$ cat config.mk
export PLATFORM = sky130hd
export DESIGN_NAME = inst_prefetch
export DESIGN_NICKNAME = d
export VERILOG_FILES = /design/src/rtl/inst_prefetch.sv
export SDC_FILE = /design/constraint.sdc
export NUM_CORES = 1
export LEC_CHECK = 0
export CELL_PAD_IN_SITES_DETAIL_PLACEMENT = 1
export CELL_PAD_IN_SITES_GLOBAL_PLACEMENT = 1
export CORE_ASPECT_RATIO = 0.6
export CORE_MARGIN = 8
export CORE_UTILIZATION = 41
export CTS_CLUSTER_SIZE = 14
export DETAILED_ROUTE_END_ITERATION = 8
export PLACE_DENSITY = 0.74
export SETUP_SLACK_MARGIN = 0.5
export SLEW_MARGIN = 20
export SYNTH_ARGS = -nofsm -noshare
export SYNTH_HDL_FRONTEND = slang
export SYNTH_SLANG_ARGS = --single-unit
$ cat constraint.sdc
create_clock -name CLK -period 2.1 [get_ports CLK]
set_clock_uncertainty 0.05 [all_clocks]
set_input_delay 0.315 -clock CLK [delete_from_list [all_inputs] [get_ports CLK]]
set_output_delay 0.315 -clock CLK [all_outputs]
set_load 0.005 [all_outputs]
$ cat src/rtl/inst_prefetch.sv
// rtl/inst_prefetch.sv - instruction prefetch queue between a variable-latency ROM and decode
module inst_prefetch #(
    parameter int DEPTH = 4,
    parameter int IW    = 9,
    parameter int AW    = 16,
    localparam int CW   = $clog2(DEPTH + 1),
    localparam int PW   = $clog2(DEPTH)
) (
    input  logic          CLK,
    input  logic          reset_n,
    input  logic          start,
    input  logic          halt,
    input  logic          redirect,
    input  logic [AW-1:0] redirect_target,
    output logic          rom_req,
    output logic [AW-1:0] rom_addr,
    input  logic          rom_valid,
    input  logic [IW-1:0] rom_data,
    output logic          instr_valid,
    input  logic          instr_ready,
    output logic [IW-1:0] instr_out,
    output logic [AW-1:0] instr_pc,
    output logic [CW-1:0] fill,
    output logic          busy
);

    typedef enum logic [1:0] {
        STOP    = 2'd0,
        IDLE    = 2'd1,
        WAIT    = 2'd2,
        DISCARD = 2'd3
    } state_t;

    localparam logic [CW-1:0] FULL = CW'(DEPTH);

    state_t              state;
    logic [AW-1:0]       fpc;
    logic [PW-1:0]       head;
    logic [PW-1:0]       tail;
    logic [CW-1:0]       count;
    logic [AW+IW-1:0]    mem [DEPTH];

    logic flush;
    logic push;
    logic pop;

    assign flush       = start | redirect;
    assign push        = (state == WAIT) & rom_valid & ~flush;
    assign pop         = instr_valid & instr_ready & ~flush;

    assign rom_req     = (state == IDLE) & (count < FULL) & ~halt & ~redirect & ~start;
    assign rom_addr    = fpc;
    assign instr_valid = (count != '0);
    // Gate the head so outputs read zero while empty, including during reset.
    assign {instr_pc, instr_out} = instr_valid ? mem[head] : '0;
    assign fill        = count;
    assign busy        = (state == WAIT) | (state == DISCARD);

    always_ff @(posedge CLK) begin
        if (push) begin
            mem[tail] <= {fpc, rom_data};
        end
    end

    always_ff @(posedge CLK or negedge reset_n) begin
        if (!reset_n) begin
            state <= STOP;
            fpc   <= '0;
            head  <= '0;
            tail  <= '0;
            count <= '0;
        end else if (flush) begin
            head  <= '0;
            tail  <= '0;
            count <= '0;
            fpc   <= start ? '0 : redirect_target;
            // An in-flight request must be drained before the new target is fetched.
            case (state)
                STOP:          state <= start ? IDLE : STOP;
                IDLE:          state <= IDLE;
                WAIT, DISCARD: state <= rom_valid ? IDLE : DISCARD;
                default:       state <= STOP;
            endcase
        end else begin
            if (push) begin
                tail <= tail + PW'(1);
            end
            if (pop) begin
                head <= head + PW'(1);
            end
            case ({push, pop})
                2'b10:   count <= count + CW'(1);
                2'b01:   count <= count - CW'(1);
                default: count <= count;
            endcase
            case (state)
                STOP: state <= STOP;
                IDLE: begin
                    if (rom_req) begin
                        state <= WAIT;
                    end else if (halt) begin
                        state <= STOP;
                    end
                end
                WAIT: begin
                    if (rom_valid) begin
                        fpc   <= fpc + AW'(1);
                        state <= IDLE;
                    end
                end
                DISCARD: begin
                    if (rom_valid) begin
                        state <= IDLE;
                    end
                end
                default: state <= STOP;
            endcase
        end
    end

endmodule

# Yosys cells after proc, flatten, opt, wreduce, memory -nomap -nowiden
# Memories as Yosys holds them, arrays and structs flattened.
# Index checks and enable logic that the tools add are counted.
# word_totals
ff_bits	25
n_memories	1
out_inout_bits	47
mem_bits_rw	100
# classes
muxes	21
n_reduce_logical	10
add_sub_neg	5
order_cmp	1
bitwise	14
n_eq_ne	7
# mem_list
name	words	word_bits	rd	rd_clocked_by_memory_dff	write_ports	line	rtl
mem	4	25	1	0	1	41	logic [AW+IW-1:0] mem [DEPTH];
# op_table
operator	count
16-bit 2-to-1 mux	4
25-bit 2-to-1 mux	1
2-bit 2-to-1 mux	9
16-bit by 1-bit adder with 16-bit output (second input constant)	1
2-bit one-hot mux with 3 select lines	2
1-bit AND	8
2-bit nonzero test	4
2-bit equality test (second input constant)	3
3-bit one-hot mux with 2 select lines	1
3-bit nonzero test	2
2-bit by 1-bit adder with 2-bit output (second input constant)	2
2-bit by 1-bit equality test with 1-bit output (second input constant)	2
4-bit != test (second input constant)	1
1-bit inverter	4
2-bit AND reduction	2
3-bit by 1-bit adder with 3-bit output (second input constant)	1
3-bit < comparator (second input constant)	1
1-bit 2-to-1 mux	3
3-bit 2-to-1 mux	1
3-bit by 1-bit != test with 1-bit output (second input constant)	1
3-bit by 1-bit subtractor with 3-bit output (second input constant)	1
2-bit zero test	1
1-bit OR	2
2-bit OR reduction	1

# Logic depth before layout (Yosys ltp)
# Gate-level depths: netlist of run 1.
# logic_depth
word_depth	8
depth_mapped	8

# Worst setup path before layout of run 1
# No wires, ideal clock.
# synth_path
path_type	reg2reg
start	register state[1]
end	memory mem[0][0] (netlist bit) (enable)
stages_incl_launch_ff	5
required_ns	1.666
t_arrival_ns	1.626
synth_period_minus_slack_ns	2.060
setup_time_ns	0.384
setup_slack_ns	0.040
path_cell_list	dfrtp_1 -> and3b_1 -> clkbuf_2 -> buf_2 -> and3_1
# synth_between
elab_chain_len	5
# synth_rtl
element	line	rtl
start: declaration	36	state_t state;
start signal: assignment	79	STOP: state <= start ? IDLE : STOP;
start signal: assignment	81	WAIT, DISCARD: state <= rom_valid ? IDLE : DISCARD;
2-bit equality test	48	assign push = (state == WAIT) & rom_valid & ~flush;
1-bit AND (2 in a row)	48	
1-bit 2-to-1 mux	60	if (push) begin
1-bit 2-to-1 mux (not written as such)	61	mem[tail] <= {fpc, rom_data};
end: declaration	41	
# Every way passes these cells.

# Worst setup path after layout of run 1
# layout_path
start	register head[0]
end	output instr_pc[6]
# layout_between
elab_chain_len	2
# layout_rtl
element	line	rtl
start: declaration	38	logic [PW-1:0] head;
start signal: assignment	89	head <= head + PW'(1);
memory read 4 x 25 bit	--	
25-bit 2-to-1 mux	55	assign {instr_pc, instr_out} = instr_valid ? mem[head] : '0;
end: declaration	22	output logic [AW-1:0] instr_pc,
# Every way passes these cells.

==> results of run 1 <==
[power groups by stage]
stage	Clock (uW)	Sequential, uW	Combinational, uW
2_1_floorplan	0	2810	91.6
3_3_place_gp	0	2810	275
3_5_place_dp	0	2820	285
4_1_cts	2950	2740	404
5_1_grt	3160	2750	557
6_report	3030	2750	539
[synthesized netlist by cell type (all sizes together), types with 2 or more instances]
cell,instances
clkbuf,11
or4,2
o21ai,3
nand2,15
xor2,5
nand4,4
and3,6
o31a,2
nor4,7
nand3b,3
nand2b,2
a211oi,9
nor3,4
nor2,21
a31oi,2
dfrtp,25
and2,26
mux4,25
inv,10
edfxtp,100
or3,2
a221oi,2
ha,5
nand3,4
a311oi,3
a21oi,4
o31ai,2
buf,7
xnor2,7
[flip-flops by register name, indices dropped and copies added (netlist names)]
signal    flops
fill          3
head          2
mem         100
rom_addr     16
state         2
tail          2
[cell usage in the layout (no fill, tap or decap), types with 3 or more instances in the layout]
master | synthesis | layout
nand2_1 | 13 | 9
a21oi_1 | 4 | 3
buf_12 | 0 | 25
a211oi_2 | 0 | 8
nor3_2 | 0 | 3
and3_4 | 0 | 5
dfrtp_1 | 25 | 5
mux4_2 | 25 | 25
ha_1 | 5 | 4
nand2_4 | 0 | 5
buf_4 | 0 | 67
inv_6 | 0 | 5
dfrtp_2 | 0 | 20
clkbuf_16 | 0 | 18
and2_4 | 0 | 23
xor2_1 | 5 | 4
edfxtp_1 | 100 | 100
nand3_4 | 1 | 3
buf_6 | 1 | 69
nor2_1 | 21 | 19
buf_16 | 0 | 5
buf_8 | 0 | 3
nand4_1 | 4 | 4
clkbuf_2 | 1 | 5
clkdlybuf4s50_1 | 0 | 29
inv_1 | 10 | 10
and2_1 | 26 | 3
xnor2_2 | 0 | 3
dlygate4sd2_1 | 0 | 6
nor4_4 | 1 | 6
clkdlybuf4s15_1 | 0 | 3
clkinvlp_4 | 0 | 4
[routing by layer]
layer	wire, microns	up-vias	track usage, %
li1	-	1710	-
met1	9390	2190	29.2
met2	11000	247	35.6
met3	1810	43	6.52
met4	668	0	8.41
met5	0	-	0
[worst max-delay path by stage]
stage	start	endpoint	slack, ns	depth (start not counted)
floorplan	fill[2]	fill[2]	0.32	6
global placement	redirect	rom_req	-0.32	5
detailed placement	redirect	rom_req	-0.30	5
CTS	head[0]	instr_pc[12]	-0.20	6
global route	head[0]	instr_pc[6]	-0.31	6
finish	head[0]	instr_pc[6]	-0.26	6
[cell type report]
class / count / area share (%)
repair buffers: 216 / 26.9
flip-flops and latches: 125 / 40.8
clock inverters: 15 / 1.79
multi-input cells: 175 / 22.9
inverters: 10 / 0.419
well taps: 170 / 2.38
clock buffers: 17 / 4.75
[what timing repair did]
action	4_1_cts	5_1_grt
setup endpoints to repair	164	157
pin swaps	40	28
cloned	5	1
setup buffers	61	31
resized for setup	240	86
[kinds of logic after synthesis]
family,share of synthesized area (%)
buffers and inverters,2.26
AOI/OAI and AO/OA,4.23
muxes,10.8
adders and majority gates,1.55
and+or+nand+nor,11.0
xor gates and xnor gates,1.98
DFF,68.2
[worst register-to-register path: stages (launching register included)]
cell     delay [ns]
dfrtp_2        0.41
buf_6          0.12
buf_6          0.10
buf_6          0.12
o31ai_4        0.26
nor2_1         0.09
fa_2           0.36
and3_4         0.17
o21ai_2        0.12
nor3b_2        0.16
[metrics by stage]
step                hold WS [ns]  instances  worst slack, ns  TNS, ns
floorplan                -0.0306        328            0.322        0
global placement           0.500        598           -0.318   -0.487
detailed placement         0.519        598           -0.305   -0.731
CTS                        0.234        696           -0.203    -3.23
global route               0.261        728           -0.307    -5.86
finish                     0.242        728           -0.259    -4.55
==> run summary, run 1 <==
Die Wd - 163 microns
Setup violations, final - 25
Violated checks - negative setup slack
I/O pin cnt - 79
Reg2reg end - fill[2]
Detailed Route WL - 22900 microns
P_int - 4740 uW
Synth area leader - edfxtp_1
Share of cells above drive strength 1 - 60.4%
Sequential Power Share - 43.5%
Worst-margin pin slew - 0.523 ns
Multi-input logic area - 2050 sq um
CTS sink cnt - 125
Peak Freq - 0.424 GHz
Status - complete, but fails checks
RD Place Congestion - 0.757
Longest Clk Path Bufs - 2
Root Buffer - clkbuf_16
Syn Area/Cell - 16.2 sq um
Initial antenna violation count - 0
R2r setup slk - 0.06 ns
Critical-path cell list - buf_12 > buf_12 > buf_6 > mux4_2 > and2_4 > buf_6
RSZ-0062 raised after global routing - yes
Unique masters post-synth - 48
Top cell type's share of synthesized area - 56.5%
Congestion Overflow GR - 0
Seq/Total Area, Yosys - 68.2%
TritonCTS Buffers - 17
Max_slew headroom - 64.9%
Post-route ant nets - 0
Combined flip-flop and latch cell area - 3650 sq um
Area delta synth->final - 68.3%
DP Wirelength - 9260 microns
H-tree levels - 4
Initial Util - 41.6%
#FFs+latches synth - 125
Final period util - 112%
Area contributors post-synth - edfxtp_1 (56%), dfrtp_1 (12%), mux4_2 (11%), and2_1 (3.1%), nor2_1 (1.5%)
Mapped Area - 5320 sq um
Die area - 17000 sq um
Maximum VDD drop - 0.737 mV
Share of the core filled with cells - 70.1%
IO Port Bufs - 78
Cell Rows - 32
Mapped Cells - 328
Vias per cell - 5.76
Crit. End Element - output port
Syn nets - 366
Power share of the clock group - 47.9%
Clk Latency, worst-skew pair - 0.44 ns
Global Route Usage Sum - 22.6%
Yosys warning total - 0
Post-Layout Inst Area - 8950 sq um
Clock-pin slew on the worst setup and hold paths - 0.07 ns
CTS tree - yes
Fillers - 1106
Starting DRT DRC Count - 365
Pwr dens - 705 nW/um^2
CTS Hold Buffers Added - 0
Post-synth EDFFs - 100
Ant diodes - 0
Reg2reg start - fill[0]
Pwr Total - 6310 uW
Max cap viols - 0
Final Hold Viols - 0
Combinational power share - 8.5%
Hold Path Class - input port to asynchronous set/reset pin
CP Class - flop to output port
WP data required - 1.74 ns
Critical path fanouts, max - 6
Kind of cell adding the most delay to the critical path - multiplexers
Max stage delay cell, worst path - mux4_2
Largest net degree at the start of global routing - 26
Residual DRC - 0
Via count - 4190
Setup WS post-layout - -0.259 ns
Reg2reg path depth - 9
Area after DPL - 6800 sq um
Sw frac - 24.9%
Clock period minus worst slack - 2.36 ns
Slew Limit Fails - 0
Fin nets - 583
WP buf/inv - 4
NetSw - 1570 uW
Core area - 12800 sq um
Max incr delay on CP - 0.52 ns
Global-route wire length before repair - 28200 microns
Vias in the first global route - 4386
CP Launch Type - flop
Pre-antenna DRT Iters - 5
Height of the die - 104 microns
Routed WL per cell - 31.5 microns
LEAKAGE - 0.00347 uW
Ys async rst share - 20.0%
Crit path DAT - 1.99 ns
Primary FF master, synth - edfxtp_1
(Power assumes the default switching activity.)
==> inputs of run 2 (changes only) <==
--- a/config.mk
+++ b/config.mk
@@ -5,6 +5,7 @@
 export SDC_FILE = /design/constraint.sdc
 export NUM_CORES = 1
 export LEC_CHECK = 0
+export ABC_CLOCK_PERIOD_IN_PS = 2100
 export CELL_PAD_IN_SITES_DETAIL_PLACEMENT = 1
 export CELL_PAD_IN_SITES_GLOBAL_PLACEMENT = 1
 export CORE_ASPECT_RATIO = 0.6
==> results of run 2 <==
The final DEF is identical to that of run 1; final timing and power are the same.
==> edit 1, RTL diff (flow settings as in run 1) <==
Encoding of `state_t`: now one-hot (4 bits for 4 states).
--- a/src/rtl/inst_prefetch.sv
+++ b/src/rtl/inst_prefetch.sv
@@ -26,7 +26,7 @@
 
-    typedef enum logic [1:0] {
-        STOP    = 2'd0,
-        IDLE    = 2'd1,
-        WAIT    = 2'd2,
-        DISCARD = 2'd3
+    typedef enum logic [3:0] {
+        STOP    = 4'b0001,
+        IDLE    = 4'b0010,
+        WAIT    = 4'b0100,
+        DISCARD = 4'b1000
     } state_t;
Formal check against the unedited RTL: no difference found for any inputs over 10 cycles, from zero or initial values and one cycle with reset_n low; not proved beyond that.
==> edit 1 against run 1 <==
The run still ends with setup timing left. Largest cell class unchanged. Sequential share of layout area down 1.5 points. Sequential cell count increased by 2. Synthesized area rose by 3.6%. Worst setup slack got worse by 92 ps. Critical endpoint is now state[2]. Register-to-register slack got worse by 410 ps. Total power grew 2.1%. Maximum frequency is 3.8% lower. Cell area grew 5.1%. Routed wire length is 11% higher. Global-route usage is 1.3 points higher.
==> edit 1: results (changes against run 1) <==
- Outcome: complete, but fails checks (unchanged)
* Violated checks: setup timing (unchanged)
- The setup violation total in the final timing report came to 142 (was 25).
* Total global routing track utilization: 23.9% (was 22.6%)
- The vias after detailed routing came to 4754 (was 4190).
- CP top delay family: buffers and inverters (was multiplexers)
- The synthesis-to-finish area growth is 70.8% (was 68.3%).
* Post-placement worst setup slack: -288 ps (was -305 ps)
- The kind of critical path was flip-flop to flip-flop (was flip-flop to output port).
- Sequential cell area: 3700 um^2 (was 3650 um^2)
* Register area share after synthesis: 66.8% (was 68.2%)
* Placed Area: 6990 um^2 (was 6800 um^2)
- Largest fanout on the critical path: 2 (was 6)
* Smallest hold slack: 249 ps (was 242 ps)
- The first-pass GRT wire length came to 31500 um (was 28200 um).
* Most common library cells after synthesis: sky130_fd_sc_hd__edfxtp_1, sky130_fd_sc_hd__dfrtp_1, sky130_fd_sc_hd__nor2b_1 (was sky130_fd_sc_hd__edfxtp_1, sky130_fd_sc_hd__and2_1, sky130_fd_sc_hd__dfrtp_1, sky130_fd_sc_hd__mux4_2, sky130_fd_sc_hd__nor2_1)
* Synthesized net count: 391 (was 366)
* Critical path launch point: state[3] (was head[0])
* Placed cell count: 640 (was 598)
- Non-clock inverter count: 7 (was 10)
* Number of global-route vias before repair: 4890 (was 4386)
* Cell types occupying the most area after synthesis: sky130_fd_sc_hd__edfxtp_1, sky130_fd_sc_hd__dfrtp_1, sky130_fd_sc_hd__mux4_2, sky130_fd_sc_hd__nor2b_1, sky130_fd_sc_hd__nor2_1 (was sky130_fd_sc_hd__edfxtp_1, sky130_fd_sc_hd__dfrtp_1, sky130_fd_sc_hd__mux4_2, sky130_fd_sc_hd__and2_1, sky130_fd_sc_hd__nor2_1)
* Number of buffers added for setup after CTS: 74 (was 61)
- The final non-filler cell total was 781 (was 728).
* Number of filler cells placed in the layout: 1110 (was 1106)
* #MultiIn Comb: 201 (was 175)
- The proportion of cell area spent on the clock network came to 6.08% (was 6.54%).
- Slowest cell on the critical path: sky130_fd_sc_hd__or4b_4 (was sky130_fd_sc_hd__mux4_2)
* Rel. slew slack: 62.4% (was 64.9%)
- The synthesized-area fraction occupied by xor and xnor cells is 1.59% (was 1.98%).
- Multi-input combinational area share: 24.0% (was 22.9%)
- The register bit count reported by yosys was 127 (was 125).
* Count of clock buffers in the final design: 19 (was 17)
- Drt first-iter violations: 397 (was 365)
- The path depth of the worst reg2reg path is 15 (was 9).
- Post-Syn Instances: 353 (was 328)
- The share of synthesized cell area in full adder, half adder and majority cells is 1.50% (was 1.55%).
- The critical path arrival was 2760 ps (was 1990 ps).
* Max rail drop VDD: 0.722 mV (was 0.737 mV)
- Total leakage power: 3.66 nW (was 3.47 nW)
- The detailed placement HPWL is 10100 um (was 9260 um).
* Buffers outside the clock class: 244 (was 216)
- The compound-gate portion of the synthesized area is 5.70% (was 4.23%).
* Buffering overhead: 28.1% (was 26.9%)
- Minimum setup slack in the final design: -352 ps (was -259 ps)
-- edit 1: cell count changes after synthesis, sizes merged, moves of 3 or more --
cell,before,now
and2,26,1
nor2b,1,26
nand3,4,11
nor3,4,9
nor4,7,3
inv,10,7
nand3b,3,0
o21ai,3,6
o31ai,2,5
xnor2,7,4
-- edit 1: layer usage --
metal | vias to the layer above | wire [um] | global-route usage [%]
li1 | 1889 | - | -
met1 | 2428 | 9940 | 30.7
met2 | 336 | 12300 | 39.8
met3 | 101 | 2060 | 5.68
met4 | 0 | 1190 | 7.49
met5 | - | 0 | 0
-- edit 1: power breakdown --
part	switching (W)	internal, W	leakage, nW	total [W]
Sequential	0.0000469	0.00276	1.25	0.00281
Clock	0.00124	0.00175	0.267	0.00299
Combinational	0.000350	0.000301	2.14	0.000651
Total	0.00164	0.00481	3.66	0.00645
==> edit 2, RTL diff (config.mk and constraints of run 1) <==
Without the edit above. The parameter `DEPTH` goes from 4 to 8.
--- a/src/rtl/inst_prefetch.sv
+++ b/src/rtl/inst_prefetch.sv
@@ -2,3 +2,3 @@
 module inst_prefetch #(
-    parameter int DEPTH = 4,
+    parameter int DEPTH = 8,
     parameter int IW    = 9,
Ports: changed (resized fill); port bits go from 79 to 80. No check against the original RTL was run, so the function may have changed too.
==> edit 2 against run 1 <==
Critical path type unchanged. Total power rose by 52%. The run still ends with setup timing left. First-iteration DRC count rose by 71%. Critical path depth increased by 1. Core utilization decreased by 6.3 points. Final cell count rose by 59%. Sequential power increased by 81%. Synthesized area grew 78%. Routed wire length is 63% higher. Worst setup slack got worse by 350 ps. Sequential share of layout area up 5.4 points. Sequential cell count rose by 103. Cell area rose by 63%. Non-clock buffer count increased by 81.
==> edit 2: results (changes against run 1) <==
* Placed cell count: 964 (was 598)
- The post-placement setup slack came to -400 ps (was -305 ps).
- The critical-path maximum fanout came to 7 (was 6).
* Total clock network power: 0.00402 W (was 0.00303 W)
* Flip-flop count of the largest register, all copies and words added: 200 (was 100)
* Switching Share: 22.9% (was 24.9%)
* Final weighted congestion in routability-driven placement: 0.815 (was 0.757)
- The path depth of the worst reg2reg path was 10 (was 9).
- The maximum clock path buffer count was 3 (was 2).
- The routed metal-1 wire length came to 14800 um (was 9390 um).
* Synthesized net count: 569 (was 366)
* Total met2 wirelength after detailed routing: 18400 um (was 11000 um)
- Register area share after synthesis: 70.8% (was 68.2%)
- Count of cell types in the netlist: 54 (was 48)
- Met2 usage in global routing: 37.2% (was 35.6%)
* Final HPWL DP: 15400 um (was 9260 um)
- The number of violations reported at the end of detailed-routing iteration 0 is 624 (was 365).
* Sum of routed wire length over all layers: 37400 um (was 22900 um)
- Violated checks: setup timing (unchanged).
* Endpoint arrival time on the critical path: 2340 ps (was 1990 ps)
- Depth of the CTS H-tree: 1 (was 4)
- Minimum setup slack in the final design: -606 ps (was -259 ps)
- The source-to-sink clock delay at the later pin of the worst-skew pair was 530 ps (was 440 ps).
- Most common library cells after synthesis: sky130_fd_sc_hd__edfxtp_1, sky130_fd_sc_hd__mux4_2, sky130_fd_sc_hd__nor2_1 (was sky130_fd_sc_hd__edfxtp_1, sky130_fd_sc_hd__and2_1, sky130_fd_sc_hd__dfrtp_1, sky130_fd_sc_hd__mux4_2, sky130_fd_sc_hd__nor2_1).
- The leakage power figure was 5.32 nW (was 3.47 nW).
- Outcome: complete, but fails checks (unchanged)
- Final setup violation count: 78 (was 25)
* Total global routing track utilization: 22.2% (was 22.6%)
* Start of the worst register-to-register path: fill[1] (was fill[0])
- The number of flops mapped to enable cells by yosys is 200 (was 100).
- Total met3 wirelength after detailed routing: 2750 um (was 1810 um)
- Capture point of the worst reg-to-reg path: fill[3] (was fill[2])
- Global-route wire length before repair: 46400 um (was 28200 um)
- Number of global-route vias before repair: 6918 (was 4386)
- Worst setup path end: instr_pc[9] (was instr_pc[6])
- The slack of the worst reg-to-reg path was -430 ps (was 60 ps).
- The final hold slack was 137 ps (was 242 ps).
- Average vias per placed instance: 5.94 (was 5.76)
- The worst relative slew slack is 70.1% (was 64.9%).
- The compound-gate portion of the synthesized area was 3.84% (was 4.23%).
- Number of antenna violations at the first check in global routing: 1 (was 0)
- The pin count of the biggest net entering global routing came to 29 (was 26).
edit 2: cell count changes in the layout (fill, tap and decap cells not counted), sizes merged, moves of 6 or more:
cell / delta
edfxtp: +100
buf: +79
mux2i: +28
nor2: +26
mux4: +25
and2: -23
clkbuf: +16
a211oi: -7
a21oi: +7
nand3: +6
edit 2: metrics by stage:
step	setup TNS (ps)	util, %	area, um^2
floorplan	-8890	-	9710
global placement	-28730	49.8	11400
detailed placement	-39770	49.8	11400
CTS	-11010	59.4	13600
global route	-17600	63.7	14600
finish	-16010	63.7	14600
edit 2: cell type report:
type	count	area [um^2]
diodes	2	5.00
clock buffers	32	609
clock inverters	8	71.3
fillers	1991	8290
inverters	8	32.5
multi-input cells	265	3200
flip-flops and latches	228	6730
well taps	315	394
repair buffers	297	3530
edit 2: timing repair:
action | CTS | global route
cloned | 18 | 5
setup endpoints to repair | 267 | 266
buffers inserted | 87 | 39
gates resized for setup | 298 | 111
pin swaps | 36 | 60
hold endpoints to repair | 0 | 0
